[src/rtl/alu_op_sequencer.sv]
// Front-panel sequencer for the 4-bit ALU: debounces the load/abort buttons,
// captures A, B and op from the switches, runs one evaluation and holds the result.
module alu_op_sequencer #(
    parameter int unsigned DB_CYCLES = 500000
) (
    input  logic       clk,
    input  logic       btnC,
    input  logic       btnU,
    input  logic       btnL,
    input  logic [3:0] sw,
    input  logic [4:0] alu_y,
    output logic [3:0] A,
    output logic [3:0] B,
    output logic [2:0] op,
    output logic [4:0] result,
    output logic       done,
    output logic [4:0] state
);

    localparam int unsigned CNT_W = $clog2(DB_CYCLES);
    localparam logic [CNT_W-1:0] CNT_MAX = CNT_W'(DB_CYCLES - 1);

    typedef enum logic [4:0] {
        LoadA  = 5'b00001,
        LoadB  = 5'b00010,
        LoadOp = 5'b00100,
        Exec   = 5'b01000,
        Show   = 5'b10000
    } stateT;

    // Button index 0 = btnU (load/advance), 1 = btnL (abort)
    logic [1:0]       syncMeta;
    logic [1:0]       syncLvl;
    logic [1:0]       dbLevel;
    logic [1:0]       evPulse;
    logic [CNT_W-1:0] dbCnt [2];

    logic upEv;
    logic abEv;

    stateT curState;
    stateT nextState;
    logic  loadA;
    logic  loadB;
    logic  loadOp;
    logic  capture;

    // Synchronize, debounce and turn debounced rising edges into one-cycle events
    always_ff @(posedge clk or posedge btnC) begin
        if (btnC) begin
            syncMeta <= '0;
            syncLvl  <= '0;
            dbLevel  <= '0;
            evPulse  <= '0;
            dbCnt[0] <= '0;
            dbCnt[1] <= '0;
        end else begin
            syncMeta <= {btnL, btnU};
            syncLvl  <= syncMeta;
            evPulse  <= '0;
            for (int i = 0; i < 2; i++) begin
                if (syncLvl[i] != dbLevel[i]) begin
                    if (dbCnt[i] == CNT_MAX) begin
                        dbLevel[i] <= syncLvl[i];
                        dbCnt[i]   <= '0;
                        evPulse[i] <= syncLvl[i];
                    end else begin
                        dbCnt[i] <= dbCnt[i] + CNT_W'(1);
                    end
                end else begin
                    dbCnt[i] <= '0;
                end
            end
        end
    end

    assign upEv = evPulse[0];
    assign abEv = evPulse[1];

    // State register
    always_ff @(posedge clk or posedge btnC) begin
        if (btnC) begin
            curState <= LoadA;
        end else begin
            curState <= nextState;
        end
    end

    // Next-state and load strobes; abort beats advance, EXEC ignores all events
    always_comb begin
        nextState = curState;
        loadA     = 1'b0;
        loadB     = 1'b0;
        loadOp    = 1'b0;
        capture   = 1'b0;
        case (curState)
            LoadA: begin
                if (abEv) begin
                    nextState = LoadA;
                end else if (upEv) begin
                    loadA     = 1'b1;
                    nextState = LoadB;
                end
            end
            LoadB: begin
                if (abEv) begin
                    nextState = LoadA;
                end else if (upEv) begin
                    loadB     = 1'b1;
                    nextState = LoadOp;
                end
            end
            LoadOp: begin
                if (abEv) begin
                    nextState = LoadA;
                end else if (upEv) begin
                    loadOp    = 1'b1;
                    nextState = Exec;
                end
            end
            Exec: begin
                capture   = 1'b1;
                nextState = Show;
            end
            Show: begin
                if (abEv || upEv) begin
                    nextState = LoadA;
                end
            end
            default: nextState = LoadA;
        endcase
    end

    // Operand, opcode and result registers; done marks the first SHOW cycle
    always_ff @(posedge clk or posedge btnC) begin
        if (btnC) begin
            A      <= '0;
            B      <= '0;
            op     <= '0;
            result <= '0;
            done   <= 1'b0;
        end else begin
            if (loadA) begin
                A <= sw;
            end
            if (loadB) begin
                B <= sw;
            end
            if (loadOp) begin
                op <= sw[2:0];
            end
            if (capture) begin
                result <= alu_y;
            end
            done <= capture;
        end
    end

    assign state = curState;

endmodule

[config.mk]
export PLATFORM = sky130hd
export DESIGN_NAME = alu_op_sequencer
export DESIGN_NICKNAME = d
export VERILOG_FILES = /design/src/rtl/alu_op_sequencer.sv
export SDC_FILE = /design/constraint.sdc
export NUM_CORES = 1
export LEC_CHECK = 0
export BUFFER_PORTS_ARGS = -buffer_cell sky130_fd_sc_hd__buf_2
export CAP_MARGIN = 15
export CORE_UTILIZATION = 58
export DETAILED_ROUTE_END_ITERATION = 8
export PLACE_DENSITY = 0.79
export SLEW_MARGIN = 10
export SYNTH_ARGS = -nofsm -noshare
export SYNTH_HDL_FRONTEND = slang
export SYNTH_SLANG_ARGS = --single-unit
[constraint.sdc]
create_clock -name clk -period 2.75 [get_ports clk]
set_clock_uncertainty 0.15 [all_clocks]
set_input_delay 0.55 -clock clk [delete_from_list [all_inputs] [get_ports clk]]
set_output_delay 0.55 -clock clk [all_outputs]
set_load 0.01 [all_outputs]
# [After elaboration in Yosys (flattened, before gate mapping)]
# Cells that the tools add are included.
[totals] reg_bits=68 input_bits=13 output_inout_bits=22 wordCells=54
[op_classes] addsub=2 n_eq_ne=13 n_mux=22 reduce_logical=4
[ops] op="two-way mux 19 bit" n=4
[ops] op="adder 19 x 1 -> 19 bit, second input constant" n=2
[ops] op="== test 19 bit, second input constant" n=2
[ops] op="two-way mux 5 bit" n=7
[ops] op="case mux 5 bit (5 select lines)" n=1
[ops] op="two-way mux 1 bit" n=10
[ops] op="!= test 3 bit, second input constant" n=3
[ops] op="== test 5 x 1 -> 1 bit, second input constant" n=1
[ops] op="== test 5 x 2 -> 1 bit, second input constant" n=1
[ops] op="== test 5 x 3 -> 1 bit, second input constant" n=1
[ops] op="== test 5 x 4 -> 1 bit, second input constant" n=1
[ops] op="== test 5 bit, second input constant" n=1
[ops] op="AND reduction 2 bit" n=2
[ops] op="AND reduction 4 bit" n=1
[ops] op="!= test 1 bit" n=2
[ops] op="!= test 2 bit, second input constant" n=1
[ops] op="logical OR 1 bit" n=1

# [Longest topological paths before layout]
[logic_depth] ltp_word=3 depth_mapped=6 mapped_depth_nobuf=5

# [Least setup slack after synthesis]
# Ideal clock, no wire load.
[synth_timing] path_kind="reg-to-reg" startpoint="reg dbCnt[0] (netlist bit)" endpoint="reg dbCnt[16] (netlist bit)" setup_time_ns=0.080 t_arrival_ns=1.736 required_ns=2.520 slack_ns=0.785 stages_incl_launch_ff=6 path_buffers=0 period_less_slack_ns=1.965 cell_sequence="dfrtp_1 -> ha_1 -> nand4_1 -> or4_4 -> or3_1 -> a21oi_1"
[synth_between] elab_chain_cells=3 elab_cells_between_ends=4 cone_classes="add/sub (1); eq/ne (1); mux (2)"
[synth_lines] item="start, declared" line_no="36" source="logic [CNT_W-1:0] dbCnt [2];"
[synth_lines] item="start signal, assigned by index" line_no="68" source="dbCnt[i] <= dbCnt[i] + CNT_W'(1);"
[synth_lines] item="adder 19 x 1 -> 19 bit / == test 19 bit (equally long branches)" line_no="68, 63"
[synth_lines] item="two-way mux 19 bit (*)" line_no="63" source="if (dbCnt[i] == CNT_MAX) begin"
[synth_lines] item="two-way mux 19 bit (*)" line_no="62" source="if (syncLvl[i] != dbLevel[i]) begin"
# Every way passes the cells marked *; elsewhere a longest branch is shown, timed or not.
# A chain may end at the register's enable or synchronous reset.

# [Worst setup path after layout]
# Same ends and word-level chain as after synthesis.

==> impl_metrics.json <==
{
  "totalNegativeSetupSlack_ps": 0,
  "yosys.area.top_type": "dfrtp_1",
  "antenna_cells": 0,
  "grt_pass1_vias": 2126,
  "ir_drop_uv": 373.3,
  "grt-ovfl-total": 0,
  "ant_nets": 0,
  "path_clk_slew_ps": 70,
  "io_pins": 35,
  "max-cap-violations": 0,
  "io_buffers": 34,
  "placed_cell_area_um2": 3387,
  "slowest_stage": "or4_4",
  "ctsHoldBuffers": 0,
  "layout_commonest_cell": "dfrtp_1",
  "vias_per_cell": 5.516,
  "r2r_cells": 5,
  "grt_first_pass_wirelength_mm": 9.287,
  "cts_setup_buffers": 0,
  "root_buffer": "clkbuf_8",
  "period_share_pct": 77.06,
  "status": "finished clean",
  "nets": 349,
  "die_y_um": 75.13,
  "final_area_um2": 3590,
  "end_kind": "flip-flop",
  "seq_area_frac_synth_pct": 54.90,
  "num_vias": 2256,
  "start_util_pct": 60.35,
  "synth.area.top_cells": "dfrtp_1 54%, mux2_2 6.5%, xnor2_1 6.2%",
  "core_area_um2": 5140,
  "critical-path-top-delay-family": "simple AND/OR/NAND/NOR gates",
  "gp_congestion": 0.8431,
  "yosys_warnings": 0,
  "initialDrtViolationCount": 105,
  "antenna_found_initial": 0,
  "worst_setup_path_start_kind": "flip-flop",
  "final_cell_mix": "67 x dfrtp_1, 39 x nor2_1, 34 x buf_2",
  "slowest_delay_ps": 590,
  "min_path_type": "in2async",
  "fp.dieW_um": 75.13,
  "drc": 0,
  "cts_buffer_depth": 2,
  "timing.fmax_ghz": 0.4719,
  "clock_latency_ps": 330,
  "fin_crit_ps": 2119,
  "hold_violations": 0,
  "cts_tree": "built",
  "path_depth": 5,
  "synth_top_area_share_pct": 54.05,
  "area.growth.synth_to_final_pct": 15.73,
  "rsz0062_at_grt": "no",
  "drv_slew": 0,
  "cp_max_fo": 5,
  "first_pass_iters": 4,
  "die_area_um2": 5645,
  "arrival_ps": 2230,
  "syn-num-nets": 302,
  "pwr_density_cell_nw_per_um2": 535.8,
  "num_rows": 26,
  "cts-resized-gates": 0,
  "drive_gt1_share_pct": 25.07,
  "setup_viol": 0,
  "synth_cells": 287,
  "grt_max_degree": 30,
  "path_buf_inv": 0,
  "leakage_nw": 1.589,
  "wirelength_mm": 5.518,
  "routedWlPerCell_um": 13.49,
  "worst_pin_slew_ps": 601.1,
  "synth_cell_types": 40,
  "ys_seq_elements": 68,
  "h-tree-depth": 3,
  "track_usage_pct": 22.20,
  "synth_area_um2": 3102,
  "cp_cell_sequence": "ha_1 -> nand4_1 -> or4_4 -> or3_1 -> a21oi_1",
  "avgSynthCellArea_um2": 10.81,
  "maxSlewHeadroom_pct": 59.87,
  "dp_hpwl_mm": 3.953,
  "required_ps": 2860,
  "worstSetupPathType": "reg2reg",
  "cts.sinks": 68,
  "cts_made_buffers": 9
}
logic make-up (layout without fill, tap and decap cells):
group / after synthesis / after routing / synth area share (%)
muxes: 21 / 21 / 7.503
DFF: 68 / 68 / 54.90
xor gates and xnor gates: 29 / 29 / 8.189
adders and majority gates: 2 / 2 / 0.8066
and+or+nand+nor: 126 / 126 / 22.15
buffers and inverters: 19 / 71 / 2.380
AOI/OAI and AO/OA: 22 / 22 / 4.074
sequential cells by signal (all words and copies together), names as in the netlist:
register / cells
result: 5
dbCnt: 38
A: 4
syncLvl: 2
state: 5
op: 3
syncMeta: 2
B: 4
done: 1
dbLevel: 2
evPulse: 2
through the flow:
stage	util, %	setup WS [ps]	hold WS [ps]	cells	power (W)
2_1_floorplan	-	340.1	181.2	287	0.001093
3_3_place_gp	65.90	722.7	181.7	393	0.001127
3_5_place_dp	65.90	614.9	187.2	393	0.001129
4_1_cts	69.84	621.7	150.0	409	0.001946
5_1_grt	69.84	518.2	156.9	409	0.002001
6_report	69.84	630.7	129.3	409	0.001923
routing by layer:
layer | vias up | GRT usage (%) | share of wire [%]
met5 | - | 0 | 0
met4 | 0 | 11.32 | 1.8
met3 | 10 | 5.087 | 4.4
met2 | 71 | 35.64 | 46
met1 | 1080 | 28.41 | 48
li1 | 1095 | - | -
worst paths after layout:
| path | start | end | slack, ps |
|---|---|---|---|
| setup / recovery | dbCnt[0]$_DFF_PP0_ | dbCnt[16]$_DFF_PP0_ | 630 |
| hold reg to reg | syncMeta[1]$_DFF_PP0_ | syncLvl[1]$_DFF_PP0_ | 200 |
| max in group asynchronous | btnC | state[0]$_DFFE_PP1P_ | 1620 |
| min in group clk | btnU | syncMeta[0]$_DFF_PP0_ | 170 |
| hold / removal | btnC | dbCnt[18]$_DFF_PP0_ | 130 |
| setup reg to reg | dbCnt[0]$_DFF_PP0_ | dbCnt[16]$_DFF_PP0_ | 630 |
Yosys cell counts:
cell type  instances
nand3_1            9
o21ai_0            9
or3_1              5
or2_2              4
xnor2_1           22
or4_4              2
nor2b_1            2
and4b_1            1
and2_1             3
mux2i_1            3
inv_1             15
nand3b_1           1
or4_1              1
a21oi_1            6
or3_2              1
nor2_1            39
buf_2              2
o21ai_1            2
clkbuf_1           2
dfstp_2            1
nand4_4            1
nand4_1           11
a41o_1             1
dfrtp_1           67
and4bb_2           1
nor4b_1            3
a21o_1             1
and3b_1            2
ha_1               2
nor4_1            10
nor4bb_1           1
and3_1             2
nand2_1           16
a32oi_1            1
xor2_1             7
nor3_1             9
mux2_2            18
nand2b_1           1
and4_2             1
o31ai_1            2
area by class of cell:
| cell class | instances | area [um^2] |
|---|---|---|
| Clock buffer | 12 | 155.1 |
| Clock inverter | 4 | 47.55 |
| Fill cell | 405 | 1550 |
| Inverter | 15 | 56.30 |
| Multi-Input combinational cell | 200 | 1325 |
| Sequential cell | 68 | 1703 |
| Tap cell | 70 | 87.58 |
| Timing Repair Buffer | 40 | 215.2 |
where the power goes:
part           internal [W]  leakage, nW  total [W]  switching (W)
clock              0.000465        0.102   0.000815       0.000350
combinational     0.0000306        0.580  0.0000775      0.0000469
sequential          0.00102        0.907    0.00103      0.0000123
total               0.00151         1.59    0.00192       0.000409
Note: power is estimated with default switching activity, not from simulation.
